[src/rtl/bcd_to_bin_seq_pkg.sv]
// bcd_pkg: state encoding, digit constants and a digit-legality helper shared by the
// sequential BCD-to-binary converter.
package bcd_pkg;

  typedef enum logic [1:0] {
    IDLE  = 2'd0,
    SHIFT = 2'd1,
    DONE  = 2'd2
  } state_t;

  localparam int DIGIT_W = 4;
  localparam logic [DIGIT_W-1:0] BCD_MAX    = 4'd9;
  localparam logic [DIGIT_W-1:0] ADJ_THRESH = 4'd8;
  localparam logic [DIGIT_W-1:0] ADJ_SUB    = 4'd3;

  function automatic logic digit_bad(input logic [DIGIT_W-1:0] d);
    return (d > BCD_MAX);
  endfunction

endpackage

[src/rtl/bcd_to_bin_seq_if.sv]
// bcd_to_bin_seq_if: input and output valid/ready channels of the BCD-to-binary converter.
// The converter uses the slave modport; its producer/consumer side uses master.
interface bcd_to_bin_seq_if
  import bcd_pkg::*;
#(
  parameter int DIGITS = 3,
  parameter int BIN_W  = 10
) ();

  logic                        in_valid;
  logic                        in_ready;
  logic [DIGITS*DIGIT_W-1:0]   bcd_in;
  logic                        out_valid;
  logic                        out_ready;
  logic [BIN_W-1:0]            bin_out;
  logic                        err;

  modport master (
    output in_valid, bcd_in, out_ready,
    input  in_ready, out_valid, bin_out, err
  );

  modport slave (
    input  in_valid, bcd_in, out_ready,
    output in_ready, out_valid, bin_out, err
  );

endinterface

[src/rtl/bcd_to_bin_seq_digit_adjust.sv]
// bcd_digit_adjust: one reverse double-dabble correction step for a single BCD digit.
module bcd_digit_adjust
  import bcd_pkg::*;
(
  input  logic [DIGIT_W-1:0] i_digit,
  output logic [DIGIT_W-1:0] o_digit
);

  // A digit that picked up a weight-8 bit from the shift really held 5 in decimal terms.
  always_comb begin
    if (i_digit >= ADJ_THRESH) begin
      o_digit = i_digit - ADJ_SUB;
    end else begin
      o_digit = i_digit;
    end
  end

endmodule

[src/rtl/bcd_to_bin_seq.sv]
// bcd_to_bin_seq: reverse double-dabble BCD-to-binary converter, one result bit per clock.
// Define BCD_CHECK_EN to build the non-BCD digit check that drives err.
module bcd_to_bin_seq
  import bcd_pkg::*;
#(
  parameter int DIGITS = 3,
  parameter int BIN_W  = 10
) (
  input  logic            clk,
  input  logic            rst_n,
  bcd_to_bin_seq_if.slave bus
);

  localparam int BCD_W = DIGITS * DIGIT_W;
  localparam int CNT_W = $clog2(BIN_W + 1);
  localparam logic [CNT_W-1:0] CNT_LAST = CNT_W'(BIN_W - 1);

  state_t             r_state;
  state_t             w_state_nxt;
  logic [BCD_W-1:0]   r_bcd;
  logic [BCD_W-1:0]   w_bcd_nxt;
  logic [BCD_W-1:0]   w_bcd_shift;
  logic [BCD_W-1:0]   w_bcd_adj;
  logic [BIN_W-1:0]   r_bin;
  logic [BIN_W-1:0]   w_bin_nxt;
  logic [CNT_W-1:0]   r_cnt;
  logic [CNT_W-1:0]   w_cnt_nxt;
  logic               r_in_ready;
  logic               r_out_valid;
  logic [BIN_W-1:0]   r_bin_out;
  logic               r_err;
  logic               w_accept;
  logic               w_release;
  logic               w_done_nxt;
  logic               w_err_q_nxt;

  assign w_accept    = bus.in_valid && r_in_ready;
  assign w_release   = r_out_valid && bus.out_ready;
  assign w_bcd_shift = {1'b0, r_bcd[BCD_W-1:1]};

  for (genvar g = 0; g < DIGITS; g++) begin : g_adj
    bcd_digit_adjust u_adj (
      .i_digit (w_bcd_shift[g*DIGIT_W +: DIGIT_W]),
      .o_digit (w_bcd_adj[g*DIGIT_W +: DIGIT_W])
    );
  end

  // Next-state and working-register update: the BCD field drains into bin LSB-first.
  always_comb begin
    w_state_nxt = r_state;
    w_bcd_nxt   = r_bcd;
    w_bin_nxt   = r_bin;
    w_cnt_nxt   = r_cnt;
    case (r_state)
      IDLE: begin
        if (w_accept) begin
          w_bcd_nxt   = bus.bcd_in;
          w_bin_nxt   = '0;
          w_cnt_nxt   = '0;
          w_state_nxt = SHIFT;
        end else begin
          w_state_nxt = IDLE;
        end
      end
      SHIFT: begin
        w_bcd_nxt = w_bcd_adj;
        w_bin_nxt = {r_bcd[0], r_bin[BIN_W-1:1]};
        w_cnt_nxt = r_cnt + CNT_W'(1);
        if (r_cnt == CNT_LAST) begin
          w_state_nxt = DONE;
        end else begin
          w_state_nxt = SHIFT;
        end
      end
      DONE: begin
        if (w_release) begin
          w_state_nxt = IDLE;
        end else begin
          w_state_nxt = DONE;
        end
      end
      default: begin
        w_state_nxt = IDLE;
      end
    endcase
  end

`ifdef BCD_CHECK_EN
  logic r_err_q;
  logic w_bad;

  // Any digit above 9 in the accepted word marks the whole conversion as bad.
  always_comb begin
    w_bad = 1'b0;
    for (int d = 0; d < DIGITS; d++) begin
      w_bad = w_bad | digit_bad(bus.bcd_in[d*DIGIT_W +: DIGIT_W]);
    end
  end

  assign w_err_q_nxt = w_accept ? w_bad : r_err_q;

  // Sticky error flag, captured at accept and held through the conversion.
  always_ff @(posedge clk or negedge rst_n) begin
    if (!rst_n) begin
      r_err_q <= 1'b0;
    end else begin
      r_err_q <= w_err_q_nxt;
    end
  end
`else
  assign w_err_q_nxt = 1'b0;
`endif

  assign w_done_nxt = (w_state_nxt == DONE);

  // State and datapath registers.
  always_ff @(posedge clk or negedge rst_n) begin
    if (!rst_n) begin
      r_state <= IDLE;
      r_bcd   <= '0;
      r_bin   <= '0;
      r_cnt   <= '0;
    end else begin
      r_state <= w_state_nxt;
      r_bcd   <= w_bcd_nxt;
      r_bin   <= w_bin_nxt;
      r_cnt   <= w_cnt_nxt;
    end
  end

  // Outputs are registered from the next state so they line up exactly with r_state.
  always_ff @(posedge clk or negedge rst_n) begin
    if (!rst_n) begin
      r_in_ready  <= 1'b1;
      r_out_valid <= 1'b0;
      r_bin_out   <= '0;
      r_err       <= 1'b0;
    end else begin
      r_in_ready  <= (w_state_nxt == IDLE);
      r_out_valid <= w_done_nxt;
      r_bin_out   <= (w_done_nxt && !w_err_q_nxt) ? w_bin_nxt : '0;
      r_err       <= w_done_nxt && w_err_q_nxt;
    end
  end

  assign bus.in_ready  = r_in_ready;
  assign bus.out_valid = r_out_valid;
  assign bus.bin_out   = r_bin_out;
  assign bus.err       = r_err;

endmodule

[src/flat_wrapper.sv]
// flat-port wrapper written by rule: the top's interface ports become plain ports
module bcd_to_bin_seq_flat import bcd_pkg::*;
#(
  parameter int DIGITS = 3,
  parameter int BIN_W  = 10
)
  (clk, rst_n, bus_in_valid, bus_bcd_in, bus_out_ready, bus_in_ready, bus_out_valid, bus_bin_out, bus_err);
  bcd_to_bin_seq_if #(.DIGITS(DIGITS), .BIN_W(BIN_W)) bus_i ();
  input  logic clk;
  input  logic rst_n;
  input wire logic [$bits(bus_i.in_valid)-1:0] bus_in_valid;
  input wire logic [$bits(bus_i.bcd_in)-1:0] bus_bcd_in;
  input wire logic [$bits(bus_i.out_ready)-1:0] bus_out_ready;
  output wire logic [$bits(bus_i.in_ready)-1:0] bus_in_ready;
  output wire logic [$bits(bus_i.out_valid)-1:0] bus_out_valid;
  output wire logic [$bits(bus_i.bin_out)-1:0] bus_bin_out;
  output wire logic [$bits(bus_i.err)-1:0] bus_err;
  assign bus_i.in_valid = bus_in_valid;
  assign bus_i.bcd_in = bus_bcd_in;
  assign bus_i.out_ready = bus_out_ready;
  assign bus_in_ready = bus_i.in_ready;
  assign bus_out_valid = bus_i.out_valid;
  assign bus_bin_out = bus_i.bin_out;
  assign bus_err = bus_i.err;
  bcd_to_bin_seq #(.DIGITS(DIGITS), .BIN_W(BIN_W)) u_core (.clk(clk), .rst_n(rst_n), .bus(bus_i));
endmodule
[config.mk]
export PLATFORM = sky130hd
export DESIGN_NAME = bcd_to_bin_seq_flat
export DESIGN_NICKNAME = d
export VERILOG_FILES = /design/src/rtl/bcd_to_bin_seq_pkg.sv /design/src/rtl/bcd_to_bin_seq_if.sv /design/src/rtl/bcd_to_bin_seq_digit_adjust.sv /design/src/rtl/bcd_to_bin_seq.sv /design/src/flat_wrapper.sv
export SDC_FILE = /design/constraint.sdc
export NUM_CORES = 1
export LEC_CHECK = 0
export ABC_AREA = 1
export CAP_MARGIN = 0
export CELL_PAD_IN_SITES_DETAIL_PLACEMENT = 0
export CELL_PAD_IN_SITES_GLOBAL_PLACEMENT = 1
export CORE_UTILIZATION = 49
export DETAILED_ROUTE_END_ITERATION = 8
export DONT_BUFFER_PORTS = 1
export MAX_ROUTING_LAYER = met4
export PLACE_DENSITY_LB_ADDON = 0.1
export SYNTH_ARGS = -nofsm -noshare
export SYNTH_HDL_FRONTEND = slang
export SYNTH_HIERARCHICAL = 1
export SYNTH_SLANG_ARGS = --single-unit
[constraint.sdc]
create_clock -name clk -period 2.45 [get_ports clk]
set_input_delay 0.735 -clock clk [delete_from_list [all_inputs] [get_ports clk]]
set_output_delay 0.735 -clock clk [all_outputs]
set_load 0.005 [all_outputs]
==> impl_metrics.toml <==
[run_status]
status = "finished clean"

[layout]
drive_above_1_share_pct = 6.23
num_antenna_cells = 0
n_fill_cell = 413
final_cells = 323
multi_input_area_sq_um = 895
final_nets = 296
seq_area_sq_um = 1000
final_cell_area_sq_um = 2180
final_util_pct = 54.1
area_growth_pct = 5.64

[worst_setup_path]
r2r_setup_slack_ns = 0.66
r2r_start = "u_core/r_state[1]"
r2r_end = "u_core/r_bcd[0]"
endpoint_kind = "flop"
reg2reg_depth = 6
crit_start = "u_core/r_state[1]"
critPathMaxFanout = 17
path_class = "flop to flop"
cp_num_buf_inv = 2
cp_slowest_stage_delay_ns = 0.54
crit_family = "simple AND/OR/NAND/NOR gates"
cp_cell_sequence = "inv_2, nand2_4, nand2_2, inv_2, nand2_1, nand2_1"
cp_slowest_cell = "dfrtp_1"
crit_path_start_kind = "flop"
crit_arrival_ns = 1.97
required_ns = 2.64

[die]
floorplan.initialDensity_pct = 51.2
ios = 29
die_h_um = 66.9
die_area_sq_um = 4470
die_w_um = 66.9
rows = 23
core-area_sq_um = 4030

[clocking]
path_clk_slew_ns = 0.08
cts_buffer_depth = 2
insertion_delay_ns = 0.30
numCtsBuffers = 5
cts_setup_buffers = 0
root_buffer = "clkbuf_8"
cts.sinks = 40
ctsResizeCount = 0
htreeDepth = 2
cts_hold_buffers = 0
cts_tree = "yes"

[global_route]
grtUsageTotal_pct = 21.9
use_met2_pct = 31.4
grt_pass1_wl_um = 6920
grt_start_max_net_pins = 41
use_met1_pct = 29.4
grt_antenna_before_repair = 0
grt_busiest_layer = "met2"
grt_pass1_vias = 1447
met3_usage_pct = 5.99
overflow = 0

[routing]
viasPerCell = 4.87
wirelength_um = 3980
drc = 0
final_antenna_net_count = 0
num_vias = 1572
wl_per_cell_um = 12.3
first_pass_iters = 4
drt_iter0_drc = 153

[power]
total_power_mw = 2.73
p_per_area_nw_per_um2 = 1250
cellLeakagePower_nw = 1.27
vdd.ir_drop.worst_mv = 0.493

[sta]
tightest_slew_ns = 0.536
period_minus_slack_ns = 1.79
fin_worst_skew_ns = 0.00709
holdWs_ns = 0.127
hold_viol = 0
rsz0062_at_grt = "no"
setup_violations = 0
worst_slack_ns = 0.664
drv_slew = 0
maxSlewHeadroom_pct = 64.3
finalCritPeriodShare_pct = 72.9
fin_tns_setup_ns = 0
max_freq_ghz = 0.560

[synth]
yosysSeqAreaShare_pct = 48.6
netlist-cell-type-count = 23
yosysWarnings = 6
synth.avg_cell_area_sq_um = 7.67
syn_inst = 269
synth-seq-cells = 40
syn_area_sq_um = 2060

[hold_path]
hold_class = "primary input to async pin"

[placed_design]
place_hpwl_um = 2640
io_buffer_count = 0
dp_cells = 315
routabilityCongestion = 0.761
pre_cts_ws_ns = 0.596
postPlaceCellArea_sq_um = 2090

[job]
maxCapViolCount = 0
==> kinds of logic after synthesis <==
family	synth area share [%]
other	0.182
adder cells (fa/ha/maj)	4.85
AO/OA/AOI/OAI	3.34
AND/OR/NAND/NOR	32.6
XOR/XNOR	1.27
flip-flops	48.6
buffers and inverters	9.16
==> where the power goes <==
group | internal [mW] | switching, mW | total, mW
sequential | 0.894 | 0.266 | 1.16
clock | 0.225 | 0.231 | 0.456
combinational | 0.383 | 0.728 | 1.11
==> metal layers <==
| metal | wire (um) | vias up |
|---|---|---|
| li1 | - | 824 |
| met1 | 2020 | 721 |
| met2 | 1780 | 22 |
| met3 | 120 | 5 |
| met4 | 64 | 0 |
| met5 | 0 | - |
==> area by class of cell <==
class	count	share of cell area [%]
Inverter	32	5.51
Clock inverter	2	0.459
Timing Repair Buffer	1	0.344
Tap cell	50	2.87
Multi-Input combinational cell	192	41.0
Sequential cell	40	46.0
Clock buffer	6	3.79
==> cell usage after synthesis <==
| cell type | n | area share (%) |
|---|---|---|
| a21boi_1 | 3 | 1.1 |
| a21oi_1 | 1 | 0.24 |
| buf_2 | 4 | 0.97 |
| buf_4 | 4 | 1.5 |
| buf_6 | 1 | 0.55 |
| clkbuf_1 | 2 | 0.36 |
| conb_1 | 1 | 0.18 |
| dfrtp_1 | 39 | 47 |
| dfstp_2 | 1 | 1.3 |
| ha_1 | 8 | 4.9 |
| inv_1 | 29 | 5.3 |
| inv_2 | 3 | 0.55 |
| nand2_1 | 117 | 21 |
| nand2_2 | 1 | 0.30 |
| nand2_4 | 1 | 0.55 |
| nand3_1 | 37 | 9.0 |
| nand4_1 | 1 | 0.30 |
| nor2_1 | 5 | 0.91 |
| o21ai_0 | 5 | 1.2 |
| o21ai_2 | 1 | 0.42 |
| o21bai_1 | 1 | 0.36 |
| or2_2 | 1 | 0.30 |
| xor2_1 | 3 | 1.3 |
==> layout by cell type, fill, tap and decap left out <==
cell	instances
a21boi_1	3
a21oi_1	1
buf_4	1
clkbuf_8	6
clkinv_2	2
conb_1	7
dfrtp_1	39
dfstp_2	1
ha_1	8
inv_1	29
inv_2	3
nand2_1	117
nand2_2	1
nand2_4	1
nand3_1	37
nand4_1	1
nor2_1	5
o21ai_0	5
o21ai_2	1
o21bai_1	1
or2_2	1
xor2_1	3
==> worst max-delay path by stage <==
stage                             to  slack [ns]  cells past startpoint
2_1_floorplan  u_core/bus.bin_out[0]        1.06                      6
3_3_place_gp         u_core/r_bcd[6]        0.60                      7
3_5_place_dp         u_core/r_cnt[3]        0.60                      7
4_1_cts        u_core/bus.bin_out[9]        0.68                      5
5_1_grt              u_core/r_bcd[1]        0.50                      6
6_report             u_core/r_bcd[0]        0.66                      6
==> flip-flops by register name (all words and copies together) (netlist names) <==
register and cells:
u_core/r_state 2, u_core/bus.bin_out 10, u_core/r_bin 10, u_core/r_bcd 12, u_core/bus.in_ready 1, u_core/r_cnt 4
u_core/bus.out_valid 1
Note: power is estimated with default switching activity, not from simulation.
